`config.mk`:
```
export PLATFORM = sky130hd
export DESIGN_NAME = pkt_ingress_framer
export DESIGN_NICKNAME = d
export VERILOG_FILES = /design/src/rtl/pkt_pkg.sv /design/src/rtl/pkt_buf_ram.sv /design/src/rtl/pkt_ingress_framer.sv
export SDC_FILE = /design/constraint.sdc
export NUM_CORES = 2
export LEC_CHECK = 0
export BUFFER_PORTS_ARGS = -buffer_cell sky130_fd_sc_hd__buf_2
export CAP_MARGIN = 30
export CORE_MARGIN = 10
export CORE_UTILIZATION = 40
export DETAILED_ROUTE_END_ITERATION = 16
export PLACE_DENSITY = 0.62
export REMOVE_ABC_BUFFERS = 1
export SLEW_MARGIN = 40
export SYNTH_ARGS = -nofsm -noshare
export SYNTH_HDL_FRONTEND = slang
export SYNTH_SLANG_ARGS = --single-unit
export TNS_END_PERCENT = 100
```
`constraint.sdc`:
```
create_clock -name clk -period 4.33 [get_ports clk]
set_input_delay 0 -clock clk [delete_from_list [all_inputs] [get_ports clk]]
set_output_delay 0 -clock clk [all_outputs]
set_load 0.05 [all_outputs]
```
`src/rtl/pkt_pkg.sv`:
```
// Shared ingress-framer types: FSM state encoding and LEN field width.
// The switch bench imports the same definitions.
package pkt_pkg;

    localparam int LEN_W = 8;

    typedef enum logic [2:0] {
        IDLE,
        COLLECT,
        DROP,
        EMIT_DA,
        EMIT_LEN,
        EMIT_DATA
    } ingress_state_e;

    // States in which the framer owns the switch FIFO write port.
    function automatic logic is_emit_state(input ingress_state_e s);
        return (s == EMIT_DA) || (s == EMIT_LEN) || (s == EMIT_DATA);
    endfunction

endpackage

```
`src/rtl/pkt_buf_ram.sv`:
```
// Single-packet payload buffer: synchronous write, asynchronous read.
// Intended to map onto distributed RAM.
module pkt_buf_ram
    import pkt_pkg::*;
#(
    parameter int DEPTH = 255,
    parameter int AW    = LEN_W,
    parameter int DW    = 8
) (
    input  logic          clk,
    input  logic          we,
    input  logic [AW-1:0] wr_addr,
    input  logic [DW-1:0] wr_data,
    input  logic [AW-1:0] rd_addr,
    output logic [DW-1:0] rd_data
);

    logic [DW-1:0] mem [DEPTH];

    always_ff @(posedge clk) begin
        if (we) begin
            mem[wr_addr] <= wr_data;
        end
    end

    assign rd_data = mem[rd_addr];

endmodule

```
`src/rtl/pkt_ingress_framer.sv`:
```
// Ingress framer: buffers one host packet, then emits DA, LEN, payload to the
// switch FIFO, honouring fifo_full. Oversize packets are discarded.
module pkt_ingress_framer
    import pkt_pkg::*;
#(
    parameter int MAX_LEN = 255
) (
    input  logic        clk,
    input  logic        reset,
    input  logic [7:0]  in_data,
    input  logic        in_valid,
    input  logic        in_last,
    output logic        in_ready,
    output logic [7:0]  data,
    output logic        data_status,
    input  logic        fifo_full,
    output logic        busy,
    output logic        drop_err,
    output logic [15:0] pkt_count
);

    localparam logic [LEN_W-1:0] MAX_LEN_V = LEN_W'(MAX_LEN);
    localparam logic [LEN_W-1:0] ONE       = LEN_W'(1);

    ingress_state_e   state;
    ingress_state_e   state_next;

    logic [LEN_W-1:0] wr_cnt;
    logic [LEN_W-1:0] rd_cnt;
    logic [LEN_W-1:0] len_reg;
    logic [7:0]       da_reg;
    logic [7:0]       buf_rd_data;

    logic accept;
    logic emit;
    logic buf_we;
    logic load_da;
    logic clear_len;
    logic load_len;
    logic wr_inc;
    logic rd_clr;
    logic rd_inc;
    logic pkt_done;

    // Reset gating keeps the host and the switch FIFO quiet while reset is held,
    // even though the state register only clears on the next edge.
    assign in_ready    = !reset && !is_emit_state(state);
    assign accept      = in_valid && in_ready;
    assign emit        = !reset && is_emit_state(state) && !fifo_full;
    assign data_status = emit;
    assign busy        = (state != IDLE);

    pkt_buf_ram #(
        .DEPTH (MAX_LEN),
        .AW    (LEN_W),
        .DW    (8)
    ) u_buf (
        .clk     (clk),
        .we      (buf_we),
        .wr_addr (wr_cnt),
        .wr_data (in_data),
        .rd_addr (rd_cnt),
        .rd_data (buf_rd_data)
    );

    always_ff @(posedge clk) begin
        if (reset) begin
            state <= IDLE;
        end else begin
            state <= state_next;
        end
    end

    always_comb begin
        state_next = state;
        buf_we     = 1'b0;
        load_da    = 1'b0;
        clear_len  = 1'b0;
        load_len   = 1'b0;
        wr_inc     = 1'b0;
        rd_clr     = 1'b0;
        rd_inc     = 1'b0;
        pkt_done   = 1'b0;
        drop_err   = 1'b0;

        case (state)
            IDLE: begin
                if (accept) begin
                    load_da = 1'b1;
                    if (in_last) begin
                        clear_len  = 1'b1;
                        state_next = EMIT_DA;
                    end else begin
                        state_next = COLLECT;
                    end
                end
            end
            COLLECT: begin
                if (accept) begin
                    if (wr_cnt < MAX_LEN_V) begin
                        buf_we = 1'b1;
                        wr_inc = 1'b1;
                        if (in_last) begin
                            load_len   = 1'b1;
                            state_next = EMIT_DA;
                        end
                    end else begin
                        // Buffer already full: this byte makes the packet oversize.
                        drop_err   = 1'b1;
                        state_next = in_last ? IDLE : DROP;
                    end
                end
            end
            DROP: begin
                if (accept && in_last) begin
                    state_next = IDLE;
                end
            end
            EMIT_DA: begin
                if (emit) begin
                    state_next = EMIT_LEN;
                end
            end
            EMIT_LEN: begin
                if (emit) begin
                    if (len_reg == '0) begin
                        pkt_done   = 1'b1;
                        state_next = IDLE;
                    end else begin
                        rd_clr     = 1'b1;
                        state_next = EMIT_DATA;
                    end
                end
            end
            EMIT_DATA: begin
                if (emit) begin
                    rd_inc = 1'b1;
                    if (rd_cnt == (len_reg - ONE)) begin
                        pkt_done   = 1'b1;
                        state_next = IDLE;
                    end
                end
            end
            default: begin
                state_next = IDLE;
            end
        endcase
    end

    always_comb begin
        data = 8'h00;
        case (state)
            EMIT_DA:   data = da_reg;
            EMIT_LEN:  data = len_reg;
            EMIT_DATA: data = buf_rd_data;
            default:   data = 8'h00;
        endcase
    end

    // Datapath registers; all hold whenever the FSM is stalled by fifo_full.
    always_ff @(posedge clk) begin
        if (reset) begin
            wr_cnt    <= '0;
            rd_cnt    <= '0;
            len_reg   <= '0;
            da_reg    <= '0;
            pkt_count <= '0;
        end else begin
            if (load_da) begin
                da_reg <= in_data;
                wr_cnt <= '0;
            end else if (wr_inc) begin
                wr_cnt <= wr_cnt + ONE;
            end

            if (clear_len) begin
                len_reg <= '0;
            end else if (load_len) begin
                len_reg <= wr_cnt + ONE;
            end

            if (rd_clr) begin
                rd_cnt <= '0;
            end else if (rd_inc) begin
                rd_cnt <= rd_cnt + ONE;
            end

            if (pkt_done) begin
                pkt_count <= pkt_count + 16'd1;
            end
        end
    end

endmodule

```
==> metrics.cfg <==
[status]
status = finished clean

[yosys]
synth_flop_cell = edfxtp_1
avgSynthCellArea_um2 = 19.7
yosys_warnings = 0
synth_area_leaders = edfxtp_1 (75%), mux4_2 (12%), mux2i_1 (2.0%)
yosys.area.top_type = edfxtp_1
syn-cell-area_mm2 = 0.0819
ys_top_cells_by_count = edfxtp_1 (2040), mux4_2 (436), nor2_1 (339), mux2i_1 (165), clkbuf_1 (135)
yosysMostFrequentCell = edfxtp_1
syn_inst = 4157
synth_seq_cells = 2099
async_flop_share = 0
synth_top_area_frac = 0.748
synth-edff-count = 2040
seq_area_frac_synth = 0.763
yosysUniqueCellTypes = 69

[power_and_ir_drop]
vdd_drop_max_mv = 0.413
pwr-share-seq = 0.547
pwr-share-comb = 0.012
p_sw_mw = 8.19
power_frac_clock = 0.441
leakagePower_nw = 28.5
p_int_mw = 32.5
netSwitchingFraction = 0.201
power_density_mw_per_mm2 = 430

[clocking]
ctsRootBufferMaster = clkbuf_16
cts.htree.levels = 4
cts_tree = done
clkTransAtPathRegs_ns = 0.06
cts_sinks = 2099
insertion_delay_ns = 0.87
numCtsBuffers = 206
clk_path_buf_depth = 3

[run]
drv_cap = 0

[route]
vias = 43000
drt_iter0_markers = 5542
drc = 0
wl_per_cell_um = 29.9
vias_per_cell = 5.88
wl_met1_um = 89200
drtAntennaViolNets = 0
dr.max_layer_used = met4
route.met2.wl_um = 102000
drtPass1Iterations = 6
route.met3.wl_um = 19400
routed_wl_um = 218000

[global_routing]
grt_antenna_before_repair = 6
grt.total_usage = 0.192
grt_pass1_vias = 42200
grt_overflow = 0
grt_pass1_wl_um = 314000
grt_max_degree = 193

[timing]
setup_viol = 0
period_needed_ns = 4.27
hold_viol_final = 0
slew_violations = 0
finalSetupTns_ns = 0
skew_ns = 0.0578
fin_ws_ns = 0.0605
rsz0062_at_grt = true
fmax_ghz = 0.234
slew-limit-headroom = 0.392
finalCritPeriodShare = 0.986
worstMarginPinSlew_ns = 0.903

[worst_setup_path]
worstPathArrival_ns = 4.27
critPathCaptureType = output port
r2r_cells = 6
path_class = flip-flop to output port
cp.required_ns = 4.33
cp-start-kind = flip-flop
crit_path_max_fanout = 34

[placed_design]
dp_hpwl_um = 133000
place_area_mm2 = 0.0871
gp_congestion = 0.872
port_buffers = 40
dp_slack_ns = 0.304

[floorplan]
die_y_um = 472
initial_core_util = 0.403
die_w_um = 472
coreArea_mm2 = 0.203
io-pin-count = 41
std_cell_rows = 165
dieArea_mm2 = 0.223

[cells_and_area]
drive_above_1_share = 0.263
syn_to_final_growth_pct = 15.7
finalNetCount = 4478
regMostFlops = u_buf.mem
finalInstanceArea_mm2 = 0.0947
largest_reg_flops = 2040
largest_registers = u_buf.mem: 2040 flops, pkt_count: 16 flops

[hold_path]
hp-class = input pin to flip-flop
whs_path_depth = 2

logic make-up (layout without fill, tap and decap cells):
kind of cell	Yosys count	in the layout	synth area share
adders and majority gates	7	7	0.00107
AOI/OAI and AO/OA	426	426	0.0366
muxes	623	623	0.143
other	0	6	0
xor gates and xnor gates	36	36	0.00385
buffers and inverters	269	748	0.0144
and+or+nand+nor	697	697	0.0381
DFF	2099	2099	0.763
per-layer routing:
layer	vias up	global-route usage
met1	22800	0.266
met2	2098	0.296
met4	0	0.0704
met3	356	0.0431
li1	17700	-
met5	-	0
per-stage QoR:
| step | std cells | util | hold slack (ns) | power (mW) |
|---|---|---|---|---|
| 2_1_floorplan | 3906 | - | 0.0691 | 22.8 |
| 3_3_place_gp | 6894 | 0.429 | 0.435 | 23.2 |
| 3_5_place_dp | 6894 | 0.429 | 0.435 | 23.2 |
| 4_1_cts | 7305 | 0.465 | 0.233 | 41.0 |
| 5_1_grt | 7310 | 0.467 | 0.149 | 41.8 |
| 6_report | 7314 | 0.467 | 0.144 | 40.7 |
cells in the final DEF, fill, tap and decap left out, types with 27 or more instances in the layout:
cell type and n:
clkinv_2 31, nand3_1 74, mux4_2 436, clkbuf_16 209
a22oi_1 96, edfxtp_1 2040, clkbuf_1 44, nor2_2 71
o221ai_1 49, buf_12 39, buf_4 234, mux2i_1 165
clkinv_1 47, dfxtp_1 53, o21ai_0 46, o22ai_1 39
nand2_1 118, a211oi_1 28, a21oi_1 53, buf_2 27
nor2_1 267
critical path, stage by stage (launching register included):
cell and delay (ns):
dfxtp_4 0.61, nand2b_2 0.22, buf_6 0.35, o22ai_1 0.18, a211oi_1 0.47, a211oi_2 0.15
a2111oi_2 0.45, or4_1 0.35, nand3_1 0.30, buf_4 0.30
power by group through the flow:
stage          logic, mW  clock network [mW]  registers, mW
2_1_floorplan     0.0614                   0           22.7
3_3_place_gp       0.442                   0           22.7
3_5_place_dp       0.467                   0           22.7
4_1_cts            0.479                18.2           22.3
5_1_grt            0.522                19.0           22.3
6_report           0.485                17.9           22.3
worst paths after layout:
check / to / slack (ns) / start
max: data[6] / 0.06 / flip-flop
min: u_buf.mem[78][1] / 0.14 / in_data[1]
max reg2reg: u_buf.mem[141][5] / 0.66 / state[1]
min reg2reg: pkt_count[15] / 0.46 / pkt_count[15]
final cells by class:
| type | count | area [um2] |
|---|---|---|
| Inverter | 18 | 72.6 |
| Antenna cell | 6 | 15.0 |
| Clock inverter | 132 | 1380 |
| Clock buffer | 254 | 5400 |
| Fill cell | 16700 | 108000 |
| Multi-Input combinational cell | 1789 | 18600 |
| Sequential cell | 2099 | 62500 |
| Timing Repair Buffer | 344 | 3440 |
| Tap cell | 2672 | 3340 |
repair_timing:
item | in CTS | in global routing
endpoints found under the hold margin | 792 | 0
pin swaps | 2 | 1
cloned | 5 | 0
hold buffers | 14 | 0
setup endpoints to repair | 8 | 7
gates resized for setup | 33 | 12
setup buffers | 6 | 0
(Power assumes the default switching activity.)
